## config.mk

```make
export PLATFORM = sky130hd
export DESIGN_NAME = operand_skid_buffer_17
export DESIGN_NICKNAME = d
export VERILOG_FILES = /design/src/rtl/operand_skid_buffer_17.sv
export SDC_FILE = /design/constraint.sdc
export NUM_CORES = 1
export LEC_CHECK = 0
export CAP_MARGIN = 0
export CORE_MARGIN = 1.5
export CORE_UTILIZATION = 47
export DETAILED_ROUTE_END_ITERATION = 8
export PLACE_DENSITY = 0.77
export SLEW_MARGIN = 20
export SYNTH_ARGS = -nofsm -noshare
export SYNTH_HDL_FRONTEND = slang
export SYNTH_SLANG_ARGS = --single-unit
```

## constraint.sdc

```tcl
create_clock -name clk -period 2.4 [get_ports clk]
set_input_delay 0.36 -clock clk [delete_from_list [all_inputs] [get_ports clk]]
set_output_delay 0.36 -clock clk [all_outputs]
set_load 0.02 [all_outputs]
```

## src/rtl/operand_skid_buffer_17.sv

```systemverilog
// rtl/operand_skid_buffer_17.sv - two-entry registered skid buffer between operand mux and SIMD execute
module operand_skid_buffer_17 #(
  parameter int WIDTH = 17
) (
  input  logic             clk,
  input  logic             reset,
  input  logic             flush,
  input  logic             in_valid,
  input  logic [WIDTH-1:0] in_data,
  output logic             in_ready,
  output logic             out_valid,
  output logic [WIDTH-1:0] out_data,
  input  logic             out_ready,
  output logic [1:0]       count
);

  typedef enum logic [1:0] {
    EMPTY = 2'd0,
    ONE   = 2'd1,
    FULL  = 2'd2
  } state_t;

  state_t           state;
  logic [WIDTH-1:0] skid;
  logic             in_fire;
  logic             out_fire;

  assign in_fire  = in_valid & in_ready;
  assign out_fire = out_valid & out_ready;

  // out_data is the main register itself; all handshake outputs are registered per state
  always_ff @(posedge clk or posedge reset) begin
    if (reset) begin
      state     <= EMPTY;
      out_data  <= '0;
      skid      <= '0;
      out_valid <= 1'b0;
      in_ready  <= 1'b1;
      count     <= 2'd0;
    end else if (flush) begin
      // data registers are left alone; only occupancy is discarded
      state     <= EMPTY;
      out_valid <= 1'b0;
      in_ready  <= 1'b1;
      count     <= 2'd0;
    end else begin
      case (state)
        EMPTY: begin
          if (in_fire) begin
            out_data  <= in_data;
            state     <= ONE;
            out_valid <= 1'b1;
            count     <= 2'd1;
          end
        end
        ONE: begin
          if (in_fire && out_fire) begin
            out_data <= in_data;
          end else if (in_fire) begin
            skid     <= in_data;
            state    <= FULL;
            in_ready <= 1'b0;
            count    <= 2'd2;
          end else if (out_fire) begin
            state     <= EMPTY;
            out_valid <= 1'b0;
            count     <= 2'd0;
          end
        end
        FULL: begin
          if (out_fire) begin
            out_data <= skid;
            state    <= ONE;
            in_ready <= 1'b1;
            count    <= 2'd1;
          end
        end
        default: begin
          state     <= EMPTY;
          out_valid <= 1'b0;
          in_ready  <= 1'b1;
          count     <= 2'd0;
        end
      endcase
    end
  end

endmodule

```

After elaboration in Yosys (flattened, before gate mapping):

Cells that the tools add are included.

* ROM bits: 0
* output and inout bits: 21
* memory bits (writable): 0
* bits of input ports: 22
* bits in registers: 38
* word-level logic and storage cells: 53
* memories kept: 0
* bits in latches: 0

* bitwise operators: 4
* divide/modulo/power cells: 0
* eq/ne operators: 14
* muxes and demuxes: 22
* shift operators: 0
* reductions and logical operators: 8
* magnitude comparators: 0
* $mul: 0
* $add $sub $neg: 0

Operator list (count)
* 17-bit 2-to-1 mux: 3
* 17-bit case mux with 3 select lines: 1
* 3-bit != test, second input constant: 6
* 2-bit 2-to-1 mux: 6
* 4-bit AND reduction: 3
* 2-bit != test, second input constant: 5
* 5-bit AND reduction: 2
* 1-bit 2-to-1 mux: 9
* 1-bit case mux with 3 select lines: 2
* 2-bit case mux with 3 select lines: 1
* 4-bit != test, second input constant: 1
* 3-bit nonzero test: 1
* 1-bit AND: 2
* 2-bit by 1-bit equality test with 1-bit output, second input constant: 1
* 2-bit equality test, second input constant: 1
* 2-bit logical NOT: 1
* 1-bit inverter: 2
* 1-bit logical AND: 1

Depth between registers and ports, before layout:

Gate-level depths: netlist (run 1).

* depth in word-level cells: 6
* depth in mapped cells: 5
* depth with buffers taken out: 3

Worst setup path before layout (run 1):

Ideal clock, no wire load.

* path type: reg2reg
* start point: reg state[0]
* end point: reg out_data[10]
* buffers on the path: 1
* arrival: 1780 ps
* cell stages (with the launch flop): 5
* library setup time: 125 ps
* required time: 2275 ps
* setup slack: 496 ps
* period minus slack after synthesis: 1904 ps
* cell sequence: dfrtp_1 > nand2b_1 > o32ai_2 > buf_6 > mux2_2

* cells in the longest elaborated chain, start to end: 3
* elaborated cells on any way between the ends: 9
* those cells by class: eq/ne: 5; mux: 1; reduce/logical: 3

RTL lines
* start, declared: line 23 `state_t state;`
* start signal, assigned: line 34 `state <= EMPTY;`
* start signal, assigned: line 42 `state <= EMPTY;`
* start signal, assigned: line 51 `state <= ONE;`
* 2-bit by 1-bit equality test with 1-bit output, or another cell as far along: line 47 `case (state)`
* 2-bit != test (no source line) or 3-bit nonzero test (tied branches)
* 5-bit AND reduction (no source line)
* end signal, assigned: line 50 `out_data <= in_data;`
* end signal, assigned: line 58 `out_data <= in_data;`
* end signal, assigned: line 72 `out_data <= skid;`
* end, declared: line 12 `output logic [WIDTH-1:0] out_data,`

Several ways; a longest one is shown, not always the timed one.
A chain may end at the register's enable or synchronous reset.

Worst setup path after layout (run 1):

* start point: in flush
* end point: reg skid[16]

* cells in the longest elaborated chain, start to end: 2

RTL lines
* start, declared: line 7 `input logic flush,`
* 1-bit inverter (no source line)
* 4-bit AND reduction (no source line)
* end signal, assigned: line 60 `skid <= in_data;`
* end, declared: line 24 `logic [WIDTH-1:0] skid;`

No other way between the ends.

==> results of run 1 <==
==> registers in the layout (all words and copies together) (netlist names) <==
name       cells
out_valid      1
in_ready       1
out_data      17
state          2
skid          17
==> per-stage QoR <==
| stage | std cells | power [uW] | hold WS (ns) | area, um2 | worst slack [ns] |
|---|---|---|---|---|---|
| global placement | 207 | 1770 | 0.484 | 2230 | 0.312 |
| global route | 215 | 2440 | 0.532 | 2330 | 0.490 |
| CTS | 215 | 2340 | 0.498 | 2330 | 0.553 |
| finish | 215 | 2300 | 0.479 | 2330 | 0.539 |
| floorplan | 119 | 1450 | 0.423 | 1750 | 0.496 |
| detailed placement | 207 | 1800 | 0.492 | 2230 | 0.250 |
==> cells by family (layout without fill, tap and decap cells) <==
kind of cell | after synthesis | after routing | share of synthesized area
DFF | 38 | 38 | 0.545
muxes | 51 | 51 | 0.329
AOI/OAI and AO/OA | 11 | 11 | 0.0459
buffers and inverters | 8 | 58 | 0.0329
and+or+nand+nor | 11 | 11 | 0.0473
==> final timing paths <==
| check | from | end | slack [ns] |
|---|---|---|---|
| worst max-delay path | flush | skid[16] | 0.54 |
| worst min-delay path | reset | out_data[12] | 0.48 |
| worst max register to register | state[1] | skid[16] | 0.63 |
| worst min register to register | out_data[6] | out_data[6] | 0.51 |
| max in group asynchronous | reset | out_data[7] | 1.37 |
| min in group clk | out_data[6] | out_data[6] | 0.51 |
==> area by class of cell <==
class                      count  area [um2]
fill                         256        1110
sequential                    38         952
multi-input combinational     73         737
timing repair buffer          47         470
clock buffer                   7        76.3
tap                           46        57.6
clock inverter                 1        30.0
inverter                       3        11.3
==> metal layers <==
metal,routed length (um),share of wire,global-route usage
met1,1380,0.41,0.224
met3,182,0.054,0.0687
met2,1750,0.52,0.311
met5,0,0,0
met4,42,0.013,0.0571
==> report_power, final <==
group / internal [uW] / switching, uW / total [uW]
logic: 452 / 316 / 769
clock network: 311 / 208 / 519
registers: 886 / 131 / 1020
total: 1650 / 656 / 2300
==> cells in the mapped netlist (2+ instances only) <==
cell,count
a21oi_1,3
buf_6,2
dfrtp_1,37
inv_1,3
mux2_2,51
nand2_1,2
o21ai_0,2
==> worst register-to-register path: cells and delay by family (launching register included) <==
family / cells / cell delay, ns
buffers and inverters: 1 / 0.22
muxes: 1 / 0.30
and+or+nand+nor: 2 / 0.67
DFF: 1 / 0.48
==> reports/qor.yml, run 1 <==
ys.flop_type: "dfrtp_1"
cts_max_path_buffers: 2
synthCells: 119
hold_path_class: "in -> async"
period_minus_slack_ns: 1.86
cts.repair.resized: 0
crit_type: "in -> reg"
arrival_ns: 2.03
vias: 1158
grt_pass1_vias: 1221
synth_area_mm2: 0.00175
fin_util: 0.678
rows: 21
postCtsSetupRepairBufs: 0
final.setup_skew_ns: 0.00303
grt_pass1_wl_um: 5730
insertion_delay_ns: 0.28
cts.sinks: 38
crit_required_ns: 2.57
ys_warn_count: 0
wl_per_cell_um: 15.6
setup_viol: 0
io_buffers: 42
synthTopCellsByArea: "dfrtp_1 53%, mux2_2 33%, dfstp_2 1.5%"
rsz0062_at_grt: "no"
wirelength_um: 3350
cp_top_family: "buffers and inverters"
synth_edf_count: 0
finalCritPeriodShare: 0.775
leakage_uw: 0.000977
worst_setup_path_start_kind: "primary input"
worstPathCellList: "clkdlybuf4s50_1, nand4bb_1, or3b_1, buf_4, mux2_2"
die_x_um: 64.0
drt_iter0_markers: 118
first_pass_iters: 5
antenna_found_initial: 0
root_buffer: "clkbuf_8"
tns_ns: 0
core_area_mm2: 0.00344
synth_top_area_frac: 0.530
final_hold_viol_count: 0
cts_hold_buf: 0
die_h_um: 64.0
cp_slowest_cell: "clkdlybuf4s50_1"
slew_headroom: 0.543
syn-mean-instance-area_um2: 14.7
cp_num_buf_inv: 2
clkTransAtPathRegs_ns: 0.07
crit_fanout: 17
grt_max_degree: 23
p_per_area_mw_per_mm2: 987
gp_congestion: 0.791
peakVddDrop_mv: 0.513
track_usage: 0.186
cts_buffers: 5
crit_cells: 5
final_antenna_net_count: 0
max_freq_mhz: 537
nets: 190
start_util: 0.507
cts_tree: "yes"
syn2layout_area_growth_pct: 33.7
drc: 0
num_antenna_cells: 0
ys_types: 26
drive_gt1_frac: 0.385
layout_common_cells: "51 x mux2_2, 42 x clkdlybuf4s50_1, 37 x dfrtp_1"
final_max_slew_viol_count: 0
ys_seq_area_frac: 0.545
gr-total-overflow: 0
syn_nets: 141
synth_seq_cells: 38
mostFrequentLayoutCell: "mux2_2"
maxCapViolations: 0
dieArea_mm2: 0.00409
cts.htree.levels: 2
tightest_slew_ns: 0.684
r2r_cells: 4
async_reset_ff_frac: 1.00
cpPeakStageDelay_ns: 0.50
ios: 43
vias_per_cell: 5.39
synth_top_area_cell: "dfrtp_1"
worst_setup_path_end_kind: "flop"
outcome: "finished, final reports clean"
post-dp-hpwl_um: 2390
Note: power is estimated with default switching activity, not from simulation.
==> inputs of run 2 (changes only) <==
- CORE_UTILIZATION: 47 -> 44
- PLACE_DENSITY: 0.77 -> 0.75
- clock period: 2.4 -> 1.6 ns (I/O delays scaled with it)
==> reports/qor.yml, run 2 (synthesis gave the netlist of run 1 again) <==
die_h_um: 66.0
fin_util: 0.681
post-dp-hpwl_um: 2650
final_max_slew_viol_count: 0
switching_power_uw: 1050
cts.sinks: 38
crit_fanout: 12
cts_tree: "yes"
rows: 22
holdWs_ns: 0.274
period_minus_slack_ns: 1.65
tns_ns: -0.539
track_usage: 0.189
peakVddDrop_mv: 0.983
final.setup_skew_ns: 0.00867
io_buffers: 42
vias: 1210
crit_type: "reg -> reg"
worst_setup_path_start_kind: "flop"
final_hold_viol_count: 0
layout_common_cells: "38 x clkdlybuf4s50_1, 34 x mux2_2, 34 x dfrtp_1"
leakage_uw: 0.00113
crit_required_ns: 1.77
cts.htree.levels: 2
worst_slack_ns: -0.0501
n_fill_cell: 281
die_x_um: 66.0
ios: 43
pre_cts_ws_ns: -0.335
final_cells: 233
arrival_ns: 1.82
drive_gt1_frac: 0.465
drt_iter0_markers: 54
p_int_uw: 2650
largestRegisters: "out_data (17), skid (17), state (2)"
first_pass_iters: 5
syn2layout_area_growth_pct: 46.1
final_antenna_net_count: 0
vias_per_cell: 5.19
violations: "setup timing"
cp-startpoint: "in_ready"
start_util: 0.467
clkTransAtPathRegs_ns: 0.08
grt_pass1_wl_um: 6190
dieArea_mm2: 0.00436
postCtsSetupRepairBufs: 0
swShare: 0.283
gp_congestion: 0.923
slew_headroom: 0.794
gr-total-overflow: 0
worst_setup_path_end_kind: "flop"
combPwrFrac: 0.358
setup_viol: 29
tightest_slew_ns: 0.310
cts_max_path_buffers: 2
root_buffer: "clkbuf_8"
rsz0062_at_grt: "yes"
cts_hold_buf: 0
finalCritPeriodShare: 1.03
p_seq_frac: 0.415
dpl.cell_count: 225
maxCapViolations: 0
insertion_delay_ns: 0.29
num_antenna_cells: 0
drc: 0
wirelength_um: 3710
clock_power_share: 0.226
wl_per_cell_um: 15.9
r2r-start: "in_ready"
antenna_found_initial: 0
outcome: "finished, violations left"
cts_buffers: 5
p_per_area_mw_per_mm2: 1450
grt_pass1_vias: 1283
hold_path_class: "in -> async"
mostFrequentLayoutCell: "clkdlybuf4s50_1"
grt_max_degree: 25
max_freq_mhz: 606
nets: 206
core_area_mm2: 0.00374
-- run 2: layout make-up --
| type | count | area [um2] | share of cell area |
|---|---|---|---|
| repair buffers | 63 | 588 | 0.231 |
| inverters | 3 | 11.3 | 0.00441 |
| well taps | 48 | 60.1 | 0.0235 |
| multi-input cells | 73 | 820 | 0.321 |
| clock inverters | 1 | 30.0 | 0.0118 |
| flip-flops and latches | 38 | 956 | 0.375 |
| clock buffers | 7 | 86.3 | 0.0338 |
-- run 2: worst max-delay path, cell delays in order, from the launching register on --
cell	delay, ns
dfstp_2	0.55
nand4bb_1	0.12
or3b_1	0.40
buf_6	0.17
mux2_2	0.29
-- run 2: through the flow --
stage | instance area, um2 | power (uW)
2_1_floorplan | 1810 | 2240
3_3_place_gp | 2390 | 2770
3_5_place_dp | 2390 | 2830
4_1_cts | 2550 | 3720
5_1_grt | 2550 | 3880
6_report | 2550 | 3690
-- run 2: power groups by stage --
stage / combinational, uW / sequential (uW) / clock (uW)
6_report: 1320 / 1530 / 837
5_1_grt: 1410 / 1580 / 890
4_1_cts: 1340 / 1530 / 851
3_5_place_dp: 1280 / 1540 / 0
3_3_place_gp: 1250 / 1510 / 0
2_1_floorplan: 534 / 1710 / 0
-- run 2: routing by layer --
layer | GRT usage | routed length, um | share of wire
met5 | 0 | 0 | 0
met1 | 0.254 | 1690 | 0.46
met4 | 0.0587 | 40 | 0.011
met3 | 0.0511 | 218 | 0.059
met2 | 0.298 | 1760 | 0.47
-- run 2: path summary, 6_finish.rpt --
path	end	slack, ns	depth (start not counted)
worst max-delay path	skid[8]	-0.05	4
worst min-delay path	skid[16]	0.27	3
worst max register to register	skid[8]	-0.05	4
worst min register to register	skid[4]	0.50	1
max in group asynchronous	in_ready	0.98	3
min in group clk	skid[4]	0.50	1
-- run 2: timing repair --
action | 4_1_cts | 5_1_grt
pin swaps | 0 | 0
gates resized for setup | 15 | 1
endpoints found under the setup margin | 38 | 34
==> inputs of run 3 (changes only) <==
- CORE_MARGIN: 1.5 -> not set
- CTS_CLUSTER_SIZE: not set -> 20
==> reports/qor.yml, run 3 (synthesis gave the netlist of run 1 again) <==
crit_type: "reg -> reg"
core_area_mm2: 0.00374
rsz0062_at_grt: "yes"
grt_pass1_wl_um: 6470
post-dp-hpwl_um: 2570
drc: 0
largestRegisters: "out_data (17), skid (17), state (2)"
crit_fanout: 9
cts.sinks: 38
cpPeakStageDelay_ns: 0.54
outcome: "finished, violations left"
start_util: 0.467
insertion_delay_ns: 0.30
cp_slowest_cell: "dfstp_2"
vias_per_cell: 5.28
gp_congestion: 0.826
tightest_slew_ns: 0.423
switching_power_uw: 1050
combPwrFrac: 0.376
track_usage: 0.211
final_max_slew_viol_count: 0
maxCapViolations: 0
finalCritPeriodShare: 1.03
final_hold_viol_count: 0
setup_viol: 31
final_cells: 231
clock_power_share: 0.192
num_antenna_cells: 0
cts.htree.levels: 2
leakage_uw: 0.00112
grt_pass1_vias: 1383
root_buffer: "clkbuf_8"
p_seq_frac: 0.433
layout_common_cells: "39 x clkdlybuf4s50_1, 34 x mux2_2, 34 x dfrtp_1"
drive_gt1_frac: 0.470
final_antenna_net_count: 0
cp-startpoint: "in_ready"
syn2layout_area_growth_pct: 45.9
peakVddDrop_mv: 0.798
cts_max_path_buffers: 2
wirelength_um: 3830
swShare: 0.297
first_pass_iters: 4
mostFrequentLayoutCell: "clkdlybuf4s50_1"
gr-total-overflow: 0
r2r-start: "in_ready"
max_freq_mhz: 605
grt_max_degree: 39
worst_setup_path_start_kind: "flop"
io_buffers: 42
worstPathCellList: "nand4bb_1, or3b_4, buf_12, mux2_2"
rows: 22
vias: 1220
violations: "setup timing"
crit_required_ns: 1.78
cts_tree: "yes"
worst_slack_ns: -0.0540
dieArea_mm2: 0.00423
dpl.cell_count: 221
final.setup_skew_ns: 0.00461
die_x_um: 65.0
nets: 204
clkTransAtPathRegs_ns: 0.08
p_int_uw: 2490
wl_per_cell_um: 16.6
slew_headroom: 0.715
antenna_found_initial: 0
hold_path_class: "in -> async"
drt_iter0_markers: 25
p_per_area_mw_per_mm2: 1390
ios: 43
pre_cts_ws_ns: -0.351
die_h_um: 65.0
period_minus_slack_ns: 1.65
cts_buffers: 5
worst_setup_path_end_kind: "flop"
arrival_ns: 1.83
## run 3: layout make-up
| class | count | area (um2) |
|---|---|---|
| inverters | 3 | 11.3 |
| fillers | 289 | 1190 |
| flip-flops and latches | 38 | 956 |
| clock inverters | 1 | 5.00 |
| clock buffers | 7 | 86.3 |
| multi-input cells | 73 | 822 |
| well taps | 48 | 60.1 |
| repair buffers | 61 | 608 |
## run 3: worst max-delay path: cells and delay by family (launching register included)
| kind | cells | cell delay [ns] |
|---|---|---|
| buf+inv | 1 | 0.16 |
| flops | 1 | 0.54 |
| mux | 1 | 0.27 |
| simple gates | 2 | 0.57 |
## run 3: worst paths after layout
| path | cells after the start | endpoint | slack (ns) |
|---|---|---|---|
| hold / removal | 3 | skid[2] | 0.28 |
| max in group asynchronous | 3 | in_ready | 1.06 |
| setup reg to reg | 4 | skid[5] | -0.05 |
| setup / recovery | 4 | skid[5] | -0.05 |
| min in group clk | 1 | skid[9] | 0.51 |
| hold reg to reg | 1 | skid[9] | 0.51 |
## run 3: per-stage QoR
step / instance area, um2 / power, uW / setup TNS, ns / utilization / hold slack [ns]
after global routing: 2550 / 3740 / -2.81 / 0.681 / 0.296
final: 2550 / 3550 / -0.964 / 0.681 / 0.279
after CTS: 2520 / 3520 / -1.58 / 0.672 / 0.286
after detailed placement: 2390 / 2820 / -11.17 / 0.638 / 0.487
after floorplan: 1810 / 2240 / -4.06 / - / 0.299
after global placement: 2390 / 2760 / -9.47 / 0.638 / 0.482
## run 3: metal layers
metal	track usage	wire length (um)
met1	0.243	1650
met2	0.358	1900
met3	0.0581	196
met4	0.103	88
met5	0	0
## run 3: power groups by stage
stage / Sequential [uW] / Combinational, uW / Clock (uW)
final: 1530 / 1330 / 681
after detailed placement: 1540 / 1280 / 0
after CTS: 1530 / 1290 / 700
after global placement: 1520 / 1250 / 0
after floorplan: 1710 / 534 / 0
after global routing: 1580 / 1430 / 735
## run 3: timing repair
item,4_1_cts,5_1_grt
buffers inserted,1,0
resized for setup,6,11
hold buffers,0,0
pin swaps,0,0
endpoints found under the setup margin,37,35
gates cloned,1,0
